File: src/rtl/key_event_pkg.sv
// rtl/key_event_pkg.sv - shared types, key count and ms-to-cycle helper for key_event_gen
package key_event_pkg;

   localparam int NKEYS = 4;

   typedef enum logic [1:0] {
      EV_PRESS   = 2'd0,
      EV_LONG    = 2'd1,
      EV_REPEAT  = 2'd2,
      EV_RELEASE = 2'd3
   } ev_type_e;

   typedef enum logic [1:0] {
      IDLE     = 2'd0,
      DOWN     = 2'd1,
      REPT     = 2'd2,
      WAIT_REL = 2'd3
   } key_state_e;

   function automatic int ms_to_cyc(input int clk_hz, input int ms);
      return clk_hz / 1000 * ms;
   endfunction

endpackage

File: src/rtl/key_debounce.sv
// rtl/key_debounce.sv - 2-flop synchroniser and debounce counter for one active-low key
module key_debounce #(
   parameter int DB_CYC = 4
) (
   input  logic clk,
   input  logic reset,
   input  logic key_n,
   output logic held
);

   localparam int CW = $clog2(DB_CYC + 1);

   logic [1:0]    sync_n;
   logic          s;
   logic [CW-1:0] cnt;

   assign s = ~sync_n[1];

   // Sync flops reset to 1 so a key is seen as released until proven otherwise.
   always_ff @(posedge clk or posedge reset) begin
      if (reset) begin
         sync_n <= 2'b11;
         cnt    <= '0;
         held   <= 1'b0;
      end else begin
         sync_n <= {sync_n[0], key_n};
         if (s == held) begin
            cnt <= '0;
         end else if (cnt == CW'(DB_CYC - 1)) begin
            held <= s;
            cnt  <= '0;
         end else begin
            cnt <= cnt + 1'b1;
         end
      end
   end

endmodule

File: src/rtl/key_event_gen.sv
// rtl/key_event_gen.sv - debounced key event source (PRESS/LONG/REPEAT/RELEASE), one event per cycle
// Optional: define KEY_RELEASE_EV_EN to emit RELEASE events.
module key_event_gen
   import key_event_pkg::*;
#(
   parameter int CLK_HZ      = 50000000,
   parameter int DEBOUNCE_MS = 20,
   parameter int LONG_MS     = 1000,
   parameter int REPEAT_MS   = 100
) (
   input  logic       clk,
   input  logic       reset,
   input  logic       enable,
   input  logic [3:0] key_n,
   output logic [3:0] held,
   output logic       ev_valid,
   output logic [1:0] ev_key,
   output logic [1:0] ev_type
);

   localparam int DB_CYC   = ms_to_cyc(CLK_HZ, DEBOUNCE_MS);
   localparam int LONG_CYC = ms_to_cyc(CLK_HZ, LONG_MS);
   localparam int REP_CYC  = ms_to_cyc(CLK_HZ, REPEAT_MS);
   localparam int HMAX     = (LONG_CYC > REP_CYC) ? LONG_CYC : REP_CYC;
   localparam int HW       = $clog2(HMAX + 1);

   key_state_e              state [NKEYS];
   logic [HW-1:0]           hcnt  [NKEYS];
   logic [NKEYS-1:0][3:0]   pend;
   logic [NKEYS-1:0][3:0]   post;
   logic [NKEYS-1:0][3:0]   clr;
   logic                    sel_valid;
   logic [1:0]              sel_key;
   logic [1:0]              sel_type;

   for (genvar g = 0; g < NKEYS; g++) begin : g_db
      key_debounce #(.DB_CYC(DB_CYC)) u_db (
         .clk   (clk),
         .reset (reset),
         .key_n (key_n[g]),
         .held  (held[g])
      );
   end

   always_comb begin
      post = '0;
      for (int i = 0; i < NKEYS; i++) begin
         case (state[i])
            IDLE: if (held[i]) post[i][EV_PRESS] = 1'b1;
            DOWN: begin
               if (!held[i]) begin
`ifdef KEY_RELEASE_EV_EN
                  post[i][EV_RELEASE] = 1'b1;
`endif
               end else if (hcnt[i] == HW'(LONG_CYC - 1)) begin
                  post[i][EV_LONG] = 1'b1;
               end
            end
            REPT: begin
               if (!held[i]) begin
`ifdef KEY_RELEASE_EV_EN
                  post[i][EV_RELEASE] = 1'b1;
`endif
               end else if (hcnt[i] == HW'(REP_CYC - 1)) begin
                  post[i][EV_REPEAT] = 1'b1;
               end
            end
            default: ;
         endcase
      end
   end

   // Scan from the top down so the lowest key, then lowest type, wins.
   always_comb begin
      sel_valid = 1'b0;
      sel_key   = '0;
      sel_type  = '0;
      clr       = '0;
      for (int k = NKEYS - 1; k >= 0; k--) begin
         for (int t = 3; t >= 0; t--) begin
            if (pend[k][t]) begin
               sel_valid = 1'b1;
               sel_key   = 2'(k);
               sel_type  = 2'(t);
            end
         end
      end
      if (sel_valid) clr[sel_key][sel_type] = 1'b1;
   end

   always_ff @(posedge clk or posedge reset) begin
      if (reset) begin
         for (int i = 0; i < NKEYS; i++) begin
            state[i] <= IDLE;
            hcnt[i]  <= '0;
         end
         pend     <= '0;
         ev_valid <= 1'b0;
         ev_key   <= '0;
         ev_type  <= '0;
      end else if (!enable) begin
         // A key still down when gating lifts must be released before it can PRESS again.
         for (int i = 0; i < NKEYS; i++) begin
            state[i] <= held[i] ? WAIT_REL : IDLE;
            hcnt[i]  <= '0;
         end
         pend     <= '0;
         ev_valid <= 1'b0;
      end else begin
         for (int i = 0; i < NKEYS; i++) begin
            case (state[i])
               IDLE: begin
                  if (held[i]) begin
                     state[i] <= DOWN;
                     hcnt[i]  <= '0;
                  end
               end
               DOWN: begin
                  if (!held[i]) begin
                     state[i] <= IDLE;
                  end else if (hcnt[i] == HW'(LONG_CYC - 1)) begin
                     state[i] <= REPT;
                     hcnt[i]  <= '0;
                  end else begin
                     hcnt[i] <= hcnt[i] + 1'b1;
                  end
               end
               REPT: begin
                  if (!held[i]) begin
                     state[i] <= IDLE;
                  end else if (hcnt[i] == HW'(REP_CYC - 1)) begin
                     hcnt[i] <= '0;
                  end else begin
                     hcnt[i] <= hcnt[i] + 1'b1;
                  end
               end
               WAIT_REL: if (!held[i]) state[i] <= IDLE;
               default:  state[i] <= IDLE;
            endcase
         end
         pend     <= (pend & ~clr) | post;
         ev_valid <= sel_valid;
         if (sel_valid) begin
            ev_key  <= sel_key;
            ev_type <= sel_type;
         end
      end
   end

endmodule

File: config.mk
export PLATFORM = sky130hd
export DESIGN_NAME = key_event_gen
export DESIGN_NICKNAME = d
export VERILOG_FILES = /design/src/rtl/key_event_pkg.sv /design/src/rtl/key_debounce.sv /design/src/rtl/key_event_gen.sv
export SDC_FILE = /design/constraint.sdc
export NUM_CORES = 1
export LEC_CHECK = 0
export ABC_AREA = 1
export BUFFER_PORTS_ARGS = -buffer_cell sky130_fd_sc_hd__buf_2
export CAP_MARGIN = 15
export CORE_MARGIN = 2
export CORE_UTILIZATION = 45
export CTS_CLUSTER_SIZE = 8
export DETAILED_ROUTE_END_ITERATION = 10
export SETUP_SLACK_MARGIN = 0.05
export SKIP_LAST_GASP = 1
export SLEW_MARGIN = 0
export SYNTH_ARGS = -nofsm -noshare
export SYNTH_HDL_FRONTEND = slang
export SYNTH_SLANG_ARGS = --single-unit
File: constraint.sdc
create_clock -name clk -period 8.65 [get_ports clk]
set_input_delay 0.4325 -clock clk [delete_from_list [all_inputs] [get_ports clk]]
set_output_delay 0.4325 -clock clk [all_outputs]
set_load 0.02 [all_outputs]
# --- After elaboration in Yosys (flattened, before gate mapping) ---
# Index checks and enable logic that the tools add are counted.
op_classes:
  addsub: 8
  n_lt_le_gt_ge: 4
  eq_ne: 52
  n_mux: 144
  n_bitwise: 11
  reduce_logical: 23
op_table:
  columns: ["cell", "n"]
  rows:
  - ["2-to-1 mux 26 bit", 20]
  - ["case mux 26 bit (3 select lines)", 4]
  - ["2-to-1 mux 20 bit", 8]
  - ["adder 26 x 1 -> 26 bit, second input constant", 4]
  - ["equality test 26 x 23 -> 1 bit, second input constant", 4]
  - ["equality test 26 bit, second input constant", 4]
  - ["2-to-1 mux 104 bit", 1]
  - ["2-to-1 mux 2 bit", 51]
  - ["adder 20 x 1 -> 20 bit, second input constant", 4]
  - ["equality test 20 bit, second input constant", 4]
  - ["2-to-1 mux 1 bit", 50]
  - ["!= test 3 x 2 -> 1 bit, second input constant", 12]
  - ["2-to-1 mux 16 bit", 2]
  - ["case mux 2 bit (3 select lines)", 4]
  - ["bitwise AND 16 bit", 1]
  - ["equality test 2 bit, second input constant", 8]
  - ["!= test 4 x 1 -> 1 bit, second input constant", 4]
  - ["!= test 4 bit, second input constant", 4]
  - ["NOT 16 bit", 1]
  - ["OR 16 x 15 -> 16 bit", 1]
  - ["AND reduction 4 bit", 4]
  - ["!= test 3 bit, second input constant", 4]
  - ["AND reduction 3 bit", 4]
  - ["AND reduction 2 bit", 5]
  - ["other kinds (12)", 34]
word_totals:
  regBits: 225
  inputBits: 7
  out_inout_bits: 9
  elab_cells: 269

# --- Depth between registers and ports, before layout ---
depth:
  ltp_word: 27
  ltp_mapped: 19
  mapped_depth_nobuf: 19

# --- Hierarchy ---
# Synthesis repeated with hierarchy kept, for this count alone.
hier_totals:
  hier_cells: 1746
  area_unflattened_um2: 13380.3
by_module_without_submodules:
  columns: ["mod", "instances", "cells_per_inst", "area_each_um2", "seq_area_each_um2"]
  rows:
  - ["key_event_gen", 1, 1102, 8200.4, 3328.2]
  - ["key_debounce", 4, 161, 1295.0, 578.1]

# --- Worst setup path after synthesis ---
# No wires, ideal clock.
synth_timing:
  path_type: "register -> register"
  startpoint: "reg state[2] (netlist bit)"
  endpoint: "reg hcnt[50] (netlist bit)"
  setup_time_ps: 117
  arrival_time_ps: 1889
  t_required_ps: 8533
  setup_slack_ps: 6644
  stages_incl_launch_ff: 14
  n_path_buf: 0
  synth_period_minus_slack_ps: 2006
  path_cell_list: "dfrtp_1 -> inv_1 -> ha_1 -> o21ai_0 -> nand3_2 -> clkinv_1 -> nor2_4 -> nand2_2 -> nor3_4 -> nand2_2 -> nor2_2 -> nand2_1 -> nor2_1 -> nor2_1"
synth_between:
  elab_chain_len: 3
  elab_cells_between_ends: 10
  classes_between: "6 x eq/ne; 2 x mux; 2 x reduce/logical"
synth_lines:
  columns: ["item", "line", "text"]
  rows:
  - ["start, declared", "key_event_gen.sv:27", "key_state_e state [NKEYS];"]
  - ["start signal, assigned by index", "key_event_gen.sv:104", "state[i] <= held[i] ? WAIT_REL : IDLE;"]
  - ["equality test 2 bit (tied with other cells)", "key_event_gen.sv:111", "case (state[i])"]
  - ["!= test 4 x 1 -> 1 bit (no source line) (tied with other cells)", null, null]
  - ["AND reduction 4 bit (no source line) / 2-to-1 mux 104 bit (equally long branches)", null, null]
  - ["end signal, assigned by index", "key_event_gen.sv:125", "hcnt[i] <= hcnt[i] + 1'b1;"]
  - ["end signal, assigned by index", "key_event_gen.sv:134", "hcnt[i] <= hcnt[i] + 1'b1;"]
  - ["end, declared", "key_event_gen.sv:28", "logic [HW-1:0] hcnt [NKEYS];"]
# Parallel ways exist; a longest one is shown, timed or not.
# A chain may end at the register's enable or synchronous reset.

# --- Worst setup path in the final report ---
layout_timing:
  startpoint: "reg state[0] (netlist bit)"
  endpoint: "reg hcnt[12] (netlist bit)"
# Same word-level chain as after synthesis.

==> summary.md <==
| Metric | Value |
|---|---|
| Clock period minus final worst setup slack | 2.62 ns |
| Antenna-violating nets left | 0 |
| Tightest slew margin relative to the limit | 0.366 |
| Max FO, Critical Path | 18 |
| Layout cell share with drive strength beyond 1 | 0.0631 |
| Average cell area after synthesis | 7.83 um^2 |
| Data required time at the worst endpoint | between 9 and 10 ns |
| Die area | between 0.02 and 0.03 mm^2 |
| Reported leakage power | slightly below 0.006 uW |
| GRT Total Usage | 0.188 |
| Timing-limited maximum frequency | around 380 MHz |
| Critical Path AT | between 3 and 4 ns |
| Dominant cell type by count on the critical path | sky130_fd_sc_hd__inv_1 |
| Die boundary height | ~170 um |
| Syn Std Cell Area | between 0.01 and 0.015 mm^2 |
| Cts hold-fix bufs | 0 |
| Number of resized instances in the post-cts repair step | 0 |
| Yosys warnings | 0 |
| Wire length of the first global-routing pass | approximately 46 mm |
| Worst ir drop on vdd | ~0.14 mV |
| Clock tree from TritonCTS | built |
| Main area contributors after synthesis | sky130_fd_sc_hd__dfrtp_1 (44%), sky130_fd_sc_hd__nand2_1 (8.6%), sky130_fd_sc_hd__inv_1 (7.1%), sky130_fd_sc_hd__nor2_1 (5.8%), sky130_fd_sc_hd__nand3_1 (3.6%) |
| Register-to-Register Setup Slack | between 6 and 7 ns |
| Slew at the pin closest to its max-slew limit | approximately 0.95 ns |
| PD cells | 182 mW/mm^2 |
| Area share of the leading cell type in the synthesized netlist | 0.441 |
| Status | complete, no violations |
| Drt first-iter violations | 613 |
| Layout Skew | 0.0190 ns |
| Distinct cell type count after synthesis | 52 |
| Initial antenna violation count | 0 |
| Starting density of the core | 0.458 |
| Sink count of the clock tree | about 230 |
| Library cell with the highest instance count after synthesis | sky130_fd_sc_hd__nand2_1 |
| Final worst-path cycle share | 0.303 |
| Final weighted congestion in routability-driven placement | approximately 0.86 |
| Category of the worst setup path capture point | flop |
| Total half-perimeter wirelength after legalization and detailed placement | roughly 18 mm |
| Post-synth top cells | sky130_fd_sc_hd__nand2_1 (282), sky130_fd_sc_hd__inv_1 (233), sky130_fd_sc_hd__dfrtp_1 (217) |
| Net Count, Synth | 1602 |
| Total buffers and inverters traversed by the critical path | 3 |
| Die width | 169 um |
| Antenna diode count | 0 |
| Final cell utilization of the core | 0.509 |
| Clock Path Buffers | 3 |
| Cell accounting for the most synthesized area | sky130_fd_sc_hd__dfrtp_1 |
| Vias in the first global route | ~9.9k |
| Standard-cell row count | 60 |
| Setup CP Type | flop to flop |
| Final setup violation count | 0 |
| Number of primary I/O pins | 16 |
| Share of synthesized flip-flops with an asynchronous set or reset | 1.00 |
| Number of enable flip-flop cells after synthesis | 0 |
| Total vias in the final route | between 10k and 15k |
| First-pass iteration count of the detailed router | 5 |
| Maximum Capacitance Violations | 0 |
| CTS H-Tree Depth | 2 |
| Dominant register cell in the synthesized netlist | sky130_fd_sc_hd__dfrtp_1 |
| Hold violation total from the final report | 0 |
| Residual overflow from global routing | 0 |
| Critical Path, Cell by Cell | inv_1 -> ha_1 -> nor3_1 -> inv_1 -> a21oi_2 -> clkinv_1 -> o22ai_1 |
| Core area | approximately 0.027 mm^2 |
| Critical-path cell with the highest stage delay | sky130_fd_sc_hd__clkinv_1 |
| Total CTS buffers | 34 |
| Pin count of the biggest net entering global routing | slightly below 90 |
| Hold crit path type | input port to asynchronous set/reset pin |
| Mean routed wirelength per cell | roughly 13 um |
| Largest stage delay on the critical path | ~0.63 ns |
| Post-synthesis sequential area ratio | 0.458 |
| Clock-pin slew on the worst setup and hold paths | roughly 0.050 ns |
| Detail-routed via count per cell | around 5.3 |
| Clock latency at the later pin of the worst-skew pair | around 0.5 ns |
| Cell class contributing the biggest share of worst-path delay | compound AO/OA/AOI/OAI gates |
| Final count of pins violating max slew | 0 |
| Unrepaired setup endpoints after global routing | false |
| Count of input and output buffers | 15 |
| Synthesis-to-finish area growth | 11.3% |
| DRC violation count after routing | 0 |
| Total Neg Setup Slack | 0 ns |
| Critical path launch point type | flop |
| DRT Wirelength | 26.3 mm |
| Count of nets after finishing | 1630 |
| Number of buffers added for setup after CTS | 0 |
| CTS Root Buffer Type | sky130_fd_sc_hd__clkbuf_16 |
| Count of mapped cells out of synthesis | ~1.6k |
| Number of synthesized register bits | ~230 |
## area by class of cell
type	instances	area [um^2]
Fill cell	2557	13200
Sequential cell	225	5640
Multi-Input combinational cell	1080	5630
Clock buffer	52	950
Inverter	240	908
Tap cell	341	427
Timing Repair Buffer	18	97.6
Clock inverter	2	38.8
## through the flow
stage                     cells  worst slack [ns]  hold WS [ns]  power (uW)  cell area [um^2]
final                      1958              6.03        0.0216        2490             13700
after global routing       1958              5.70        0.0171        2600             13700
after CTS                  1958              6.01        0.0140        2540             13700
after detailed placement   1904              5.73         0.347        1280             12700
after global placement     1904              5.85         0.347        1270             12700
after floorplan            1571              2.07         0.345        1230             12300
## power breakdown
group / switching, uW / total [uW] / internal, uW
Combinational: 123 / 166 / 42.8
Sequential: 15.9 / 1090 / 1070
Clock: 461 / 1240 / 777
## cells by family (layout without fill, tap and decap cells)
| kind of cell | after synthesis | in the layout | share of synthesized area |
|---|---|---|---|
| AOI/OAI and AO/OA | 215 | 215 | 0.0982 |
| xor gates and xnor gates | 66 | 66 | 0.0470 |
| adders and majority gates | 24 | 24 | 0.0244 |
| buffers and inverters | 266 | 312 | 0.0840 |
| DFF | 225 | 225 | 0.458 |
| and+or+nand+nor | 775 | 775 | 0.288 |
## worst register-to-register path, delay by kind of cell, from the launching register on
family                     cells  cell delay (ns)
AOI/OAI and AO/OA              2             0.86
buffers and inverters          3             0.82
DFF                            1             0.40
adders and majority gates      1             0.26
and+or+nand+nor                1             0.19
## cells in the final DEF, fill, tap and decap left out, drive strengths merged
master     n
a31o       1
o2111ai    2
nor4b      1
nor3b      6
dfrtp    217
clkinv     5
dfstp      8
nand4     59
buf       18
o211ai     2
a31oi      8
nand2    286
o21ai     80
a21oi     71
nor4      32
o31ai      6
xnor2     17
nand3b     2
nor2     200
o21a       4
or3        1
o221ai     1
bufinv     1
o41ai      1
xor2      49
a21o       1
o22ai     31
a41oi      1
and3       4
nor3      86
nand3     92
ha        24
clkbuf    52
a22o       2
inv      236
or2        6
o32ai      1
a211oi     3
## worst paths after layout
check / start / endpoint / cells past startpoint
setup / recovery: state[0] / hcnt[12] / 7
hold / removal: reset / g_db[1].u_db.cnt[18] / 2
setup reg to reg: state[0] / hcnt[12] / 7
hold reg to reg: g_db[3].u_db.sync_n[0] / g_db[3].u_db.sync_n[1] / 0
max in group asynchronous: reset / hcnt[47] / 3
min in group clk: key_n[0] / g_db[0].u_db.sync_n[0] / 1
## registers in the layout (all words and copies together), names as in the netlist
name	flops
pend	16
ev_key	2
ev_valid	1
ev_type	2
state	8
g_db.u_db.sync_n	8
g_db.u_db.held	4
g_db.u_db.cnt	80
hcnt	104
## routing by layer
metal | wire length [um] | share of wire | GRT usage
met4 | 471 | 0.018 | 0.0535
met1 | 13300 | 0.50 | 0.270
met3 | 882 | 0.033 | 0.0292
met2 | 11700 | 0.44 | 0.297
met5 | 0 | 0 | 0
No activity file was read; power rests on OpenSTA's default activity.
